**config.mk**
```make
export PLATFORM = sky130hd
export DESIGN_NAME = click_seq_ctrl
export DESIGN_NICKNAME = d
export VERILOG_FILES = /design/src/rtl/click_pkg.sv /design/src/rtl/click_debounce.sv /design/src/rtl/click_seq_ctrl.sv
export SDC_FILE = /design/constraint.sdc
export NUM_CORES = 1
export LEC_CHECK = 0
export CAP_MARGIN = 40
export CELL_PAD_IN_SITES_DETAIL_PLACEMENT = 1
export CELL_PAD_IN_SITES_GLOBAL_PLACEMENT = 1
export CORE_ASPECT_RATIO = 1.5
export CORE_MARGIN = 4
export CORE_UTILIZATION = 45
export DETAILED_ROUTE_END_ITERATION = 10
export PLACE_DENSITY_LB_ADDON = 0.1
export SETUP_SLACK_MARGIN = 0.4
export SKIP_LAST_GASP = 1
export SYNTH_ARGS = -nofsm -noshare
export SYNTH_HDL_FRONTEND = slang
export SYNTH_SLANG_ARGS = --single-unit
```
**constraint.sdc**
```tcl
create_clock -name clk -period 3.15 [get_ports clk]
set_input_delay 0.63 -clock clk [delete_from_list [all_inputs] [get_ports clk]]
set_output_delay 0.63 -clock clk [all_outputs]
set_load 0.02 [all_outputs]
```
**src/rtl/click_pkg.sv**
```systemverilog
// Shared definitions for the click front-end: FSM state encoding and default timing.
package click_pkg;

  typedef enum logic [2:0] {
    IDLE      = 3'd0,
    HELD1     = 3'd1,
    LONG_WAIT = 3'd2,
    GAP       = 3'd3,
    HELD2     = 3'd4
  } state_t;

  localparam int DEF_DB_CYCLES   = 4;
  localparam int DEF_DBL_WIN     = 16;
  localparam int DEF_LONG_CYCLES = 32;
  localparam int DEF_CNT_W       = 10;

  function automatic int tmr_width(input int a, input int b);
    return $clog2((a > b) ? a : b) + 1;
  endfunction

endpackage

```
**src/rtl/click_debounce.sv**
```systemverilog
// Two-flop synchroniser plus stable-sample debouncer for the raw click pin.
// rise/fall flag the edge on which y is about to change, so the FSM reacts in step with y.
module click_debounce #(
  parameter int DB_CYCLES = 4
) (
  input  logic clk,
  input  logic rst,
  input  logic click,
  output logic y,
  output logic rise,
  output logic fall
);

  localparam int CW = $clog2(DB_CYCLES) + 1;

  logic          s1, s2;
  logic [CW-1:0] cnt;
  logic          flip;

  assign flip = (s2 != y) && (cnt == CW'(DB_CYCLES - 1));
  assign rise = flip & ~y;
  assign fall = flip & y;

  always_ff @(posedge clk or posedge rst) begin
    if (rst) begin
      s1  <= 1'b0;
      s2  <= 1'b0;
      y   <= 1'b0;
      cnt <= '0;
    end else begin
      s1 <= click;
      s2 <= s1;
      if (s2 == y) begin
        cnt <= '0;
      end else if (flip) begin
        cnt <= '0;
        y   <= s2;
      end else begin
        cnt <= cnt + 1'b1;
      end
    end
  end

endmodule

```
**src/rtl/click_seq_ctrl.sv**
```systemverilog
// Click gesture classifier: debounced level in, SINGLE/DOUBLE/LONG pulses and a
// wrapping gesture count out.
module click_seq_ctrl
  import click_pkg::*;
#(
  parameter int DB_CYCLES   = DEF_DB_CYCLES,
  parameter int DBL_WIN     = DEF_DBL_WIN,
  parameter int LONG_CYCLES = DEF_LONG_CYCLES,
  parameter int CNT_W       = DEF_CNT_W
) (
  input  logic             clk,
  input  logic             rst,
  input  logic             click,
  input  logic             en,
  output logic             y,
  output logic             single_p,
  output logic             double_p,
  output logic             long_p,
  output logic             busy,
  output logic [CNT_W-1:0] count
);

  localparam int TW = tmr_width(DBL_WIN, LONG_CYCLES);

  state_t        state, state_nx;
  logic [TW-1:0] timer, timer_nx;
  logic          rise, fall;
  logic          single_nx, double_nx, long_nx;
  logic          win_end, long_end;

  click_debounce #(.DB_CYCLES(DB_CYCLES)) u_db (
    .clk   (clk),
    .rst   (rst),
    .click (click),
    .y     (y),
    .rise  (rise),
    .fall  (fall)
  );

  assign win_end  = (timer == TW'(DBL_WIN - 1));
  assign long_end = (timer == TW'(LONG_CYCLES - 1));

  always_ff @(posedge clk or posedge rst) begin
    if (rst) begin
      state    <= IDLE;
      timer    <= '0;
      busy     <= 1'b0;
      single_p <= 1'b0;
      double_p <= 1'b0;
      long_p   <= 1'b0;
      count    <= '0;
    end else begin
      state    <= state_nx;
      timer    <= timer_nx;
      busy     <= (state_nx != IDLE);
      single_p <= single_nx;
      double_p <= double_nx;
      long_p   <= long_nx;
      if (single_p | double_p | long_p) count <= count + 1'b1;
    end
  end

  always_comb begin
    state_nx = state;
    if (!en) begin
      state_nx = IDLE;
    end else begin
      unique case (state)
        IDLE:      if (rise) state_nx = HELD1;
        HELD1:     if (fall) state_nx = GAP;
                   else if (long_end) state_nx = LONG_WAIT;
        LONG_WAIT: if (fall) state_nx = IDLE;
        // window expiry beats a coincident second press
        GAP:       if (win_end) state_nx = IDLE;
                   else if (rise) state_nx = HELD2;
        HELD2:     if (fall) state_nx = IDLE;
        default:   state_nx = IDLE;
      endcase
    end
  end

  always_comb begin
    single_nx = en && (state == GAP) && win_end;
    double_nx = en && (state == HELD2) && fall;
    long_nx   = en && (state == HELD1) && !fall && long_end;
    timer_nx  = timer;
    if (!en || (state_nx != state)) timer_nx = '0;
    else if (timer != '1)           timer_nx = timer + 1'b1;
  end

endmodule

```
==> metrics.yaml <==
die_y_um: 77.0
p_seq_share_pct: 48.7
antenna_found_initial: 0
cts_buffers: 5
synthCells: 131
multi_input_area_um2: 671
yosysTopAreaCell: "dfrtp_1"
outcome: "completed"
cts.sinks: 29
p_per_area_nw_per_um2: 501
antenna_left: 0
ir_drop_uv: 441
critical_path_required_ps: 2520
critPathTopFamily: "buffers and inverters"
hpwl_um: 2530
reg2reg_depth: 5
netlist_area_um2: 1430
grt_max_degree: 30
worstSkewPairLatency_ps: 280
gp_congestion: 0.780
worstSetupPathType: "reg -> out"
fin_skew_ps: 5.03
critPathMaxFanout: 6
pwr-share-comb_pct: 13.5
swShare_pct: 25.3
cts_tree: "done"
power_w: 0.000874
slew_headroom_pct: 75.8
min_to: "u_db.s2"
cts.path.max_buffers: 2
core_area_um2: 2970
synth_cell_types: 42
crit_slowest_cell: "clkdlybuf4s50_1"
ys_warn_count: 0
syn2layout_area_growth_pct: 22.3
postCtsSetupBuffers: 0
seq_area_frac_synth_pct: 50.8
fmax_ghz: 0.495
synthTopCellsByArea: "dfrtp_1 (51%), xnor2_1 (5.5%), nand2_1 (4.2%)"
cts_resized: 0
path_clk_slew_ps: 60
cts_hold_buf: 0
vias: 1100
p_clk_share_pct: 37.7
via_per_inst: 5.67
async_reset_ff_share_pct: 100
cts_root_buf: "clkbuf_8"
regArea_um2: 726
synth_edf_count: 0
dieArea_um2: 4160
min_path_cells: 0
antennaDiodeCount: 0
synth.most_common_cell: "dfrtp_1"
track_usage_pct: 18.5
nets: 161
crit_chain: "clkdlybuf4s50_1"
hp-start: "u_db.s1"
drive_gt1_share_pct: 12.9
cp-end-kind: "output pin"
avgSynthCellArea_um2: 10.9
drt_iter0_drc: 12
crit_cells: 1
intPower_w: 0.000653
hold_viol: 0
firstDrtPassIters: 4
ff2ff_setup_slack_ps: 1480
overflow: 0
place_area_um2: 1640
setup_viol: 0
finalInstanceArea_um2: 1750
route.detailed.drc: 0
wl_um: 3200
yosys_most_used_dff: "dfrtp_1"
hold_class: "reg -> reg"
grt_setup_unrepaired: "false"
die_w_um: 54.0
worst-path-buf-inv: 1
drt-wirelength-per-cell_um: 16.5
power.leakage_nw: 0.736
r2r-start: "timer[0]"
grt_pass1_vias: 1182
slowest_delay_ps: 650
p_sw_w: 0.000221
grt_pass1_wl_um: 5550
ys_ff_latch: 29
startpoint_type: "register"
fin_setup_tns_ps: 0
synth_top_area_share_pct: 50.8
fp-row-count: 24
fin_crit_sh_pct: 64.1
fillCellCount: 323
syn_nets: 138
critPathArrivalTime_ps: 1390
drv_slew: 0
portBuffers: 18
initial_core_util_pct: 48.0
rr_endpoint: "busy"
timing.final.crit_period_ps: 2020
io_pins: 19
netlist_top_cells_count: "dfrtp_1 (29), nand2_1 (16), nor2_1 (9), nor3_1 (9), xnor2_1 (9)"
drv_cap: 0
h-tree-depth: 2
worst_slew_pin_slew_ps: 363
==> layer usage <==
layer / track usage [%] / up-vias / routed length (um)
li1: - / 513 / -
met1: 19.2 / 559 / 1190
met2: 31.8 / 19 / 1800
met3: 5.23 / 9 / 121
met4: 9.73 / 0 / 85
met5: 0 / - / 0
==> power groups by stage <==
stage               Combinational [W]  Sequential, W  Clock [W]
CTS                          0.000122       0.000426   0.000342
finish                       0.000118       0.000426   0.000330
global placement             0.000115       0.000430          0
floorplan                   0.0000751       0.000433          0
global route                 0.000132       0.000430   0.000361
detailed placement           0.000122       0.000433          0
==> logic make-up after synthesis <==
logic type	count (synthesis)	share of synthesized area, %
compound gates	17	10.1
xor+xnor	12	7.36
fa+ha+maj	3	2.63
buf+inv	6	2.19
flops	29	50.8
mux	3	2.28
simple gates	61	24.6
==> state kept, by name, summed over array words and instances, names as in the netlist <==
signal	cells
busy	1
count	10
double_p	1
long_p	1
single_p	1
state	3
timer	6
u_db.cnt	3
u_db.s1	1
u_db.s2	1
u_db.y	1
==> how the worst max path moves through the flow <==
stage                    end  slack (ps)        start
floorplan               busy        1690  u_db.cnt[0]
global placement    timer[1]        1120           en
detailed placement  timer[2]        1040           en
CTS                 count[4]        1100     count[4]
global route        count[4]        1070     count[4]
finish              count[4]        1130     count[4]
==> layout make-up <==
type / instances / share of cell area (%)
clock buffer: 7 / 5.52
clock inverter: 1 / 0.287
inverter: 3 / 0.645
multi-input combinational: 96 / 38.4
sequential: 29 / 41.6
tap: 39 / 2.80
timing repair buffer: 19 / 10.8
==> cell usage in the layout, fill, tap and decap left out, types with 3 or more instances in the layout <==
master,synthesis,final
a21oi_1,4,4
and3_1,3,3
clkbuf_8,0,7
clkdlybuf4s50_1,0,18
dfrtp_1,29,29
ha_1,3,3
inv_1,3,3
nand2_1,16,16
nand3_1,4,4
nand4_1,3,3
nor2_1,9,9
nor3_1,9,9
o21ai_0,3,3
xnor2_1,9,9
xor2_1,3,3
==> metrics by stage <==
stage / setup slack, ps / hold slack [ps] / cells / utilization [%]
floorplan: 1690 / 331 / 131 / -
global placement: 1120 / 332 / 186 / 55.3
detailed placement: 1040 / 343 / 186 / 55.3
CTS: 1100 / 356 / 194 / 58.7
global route: 1070 / 369 / 194 / 58.7
finish: 1130 / 353 / 194 / 58.7
No activity file was read; power rests on OpenSTA's default activity.
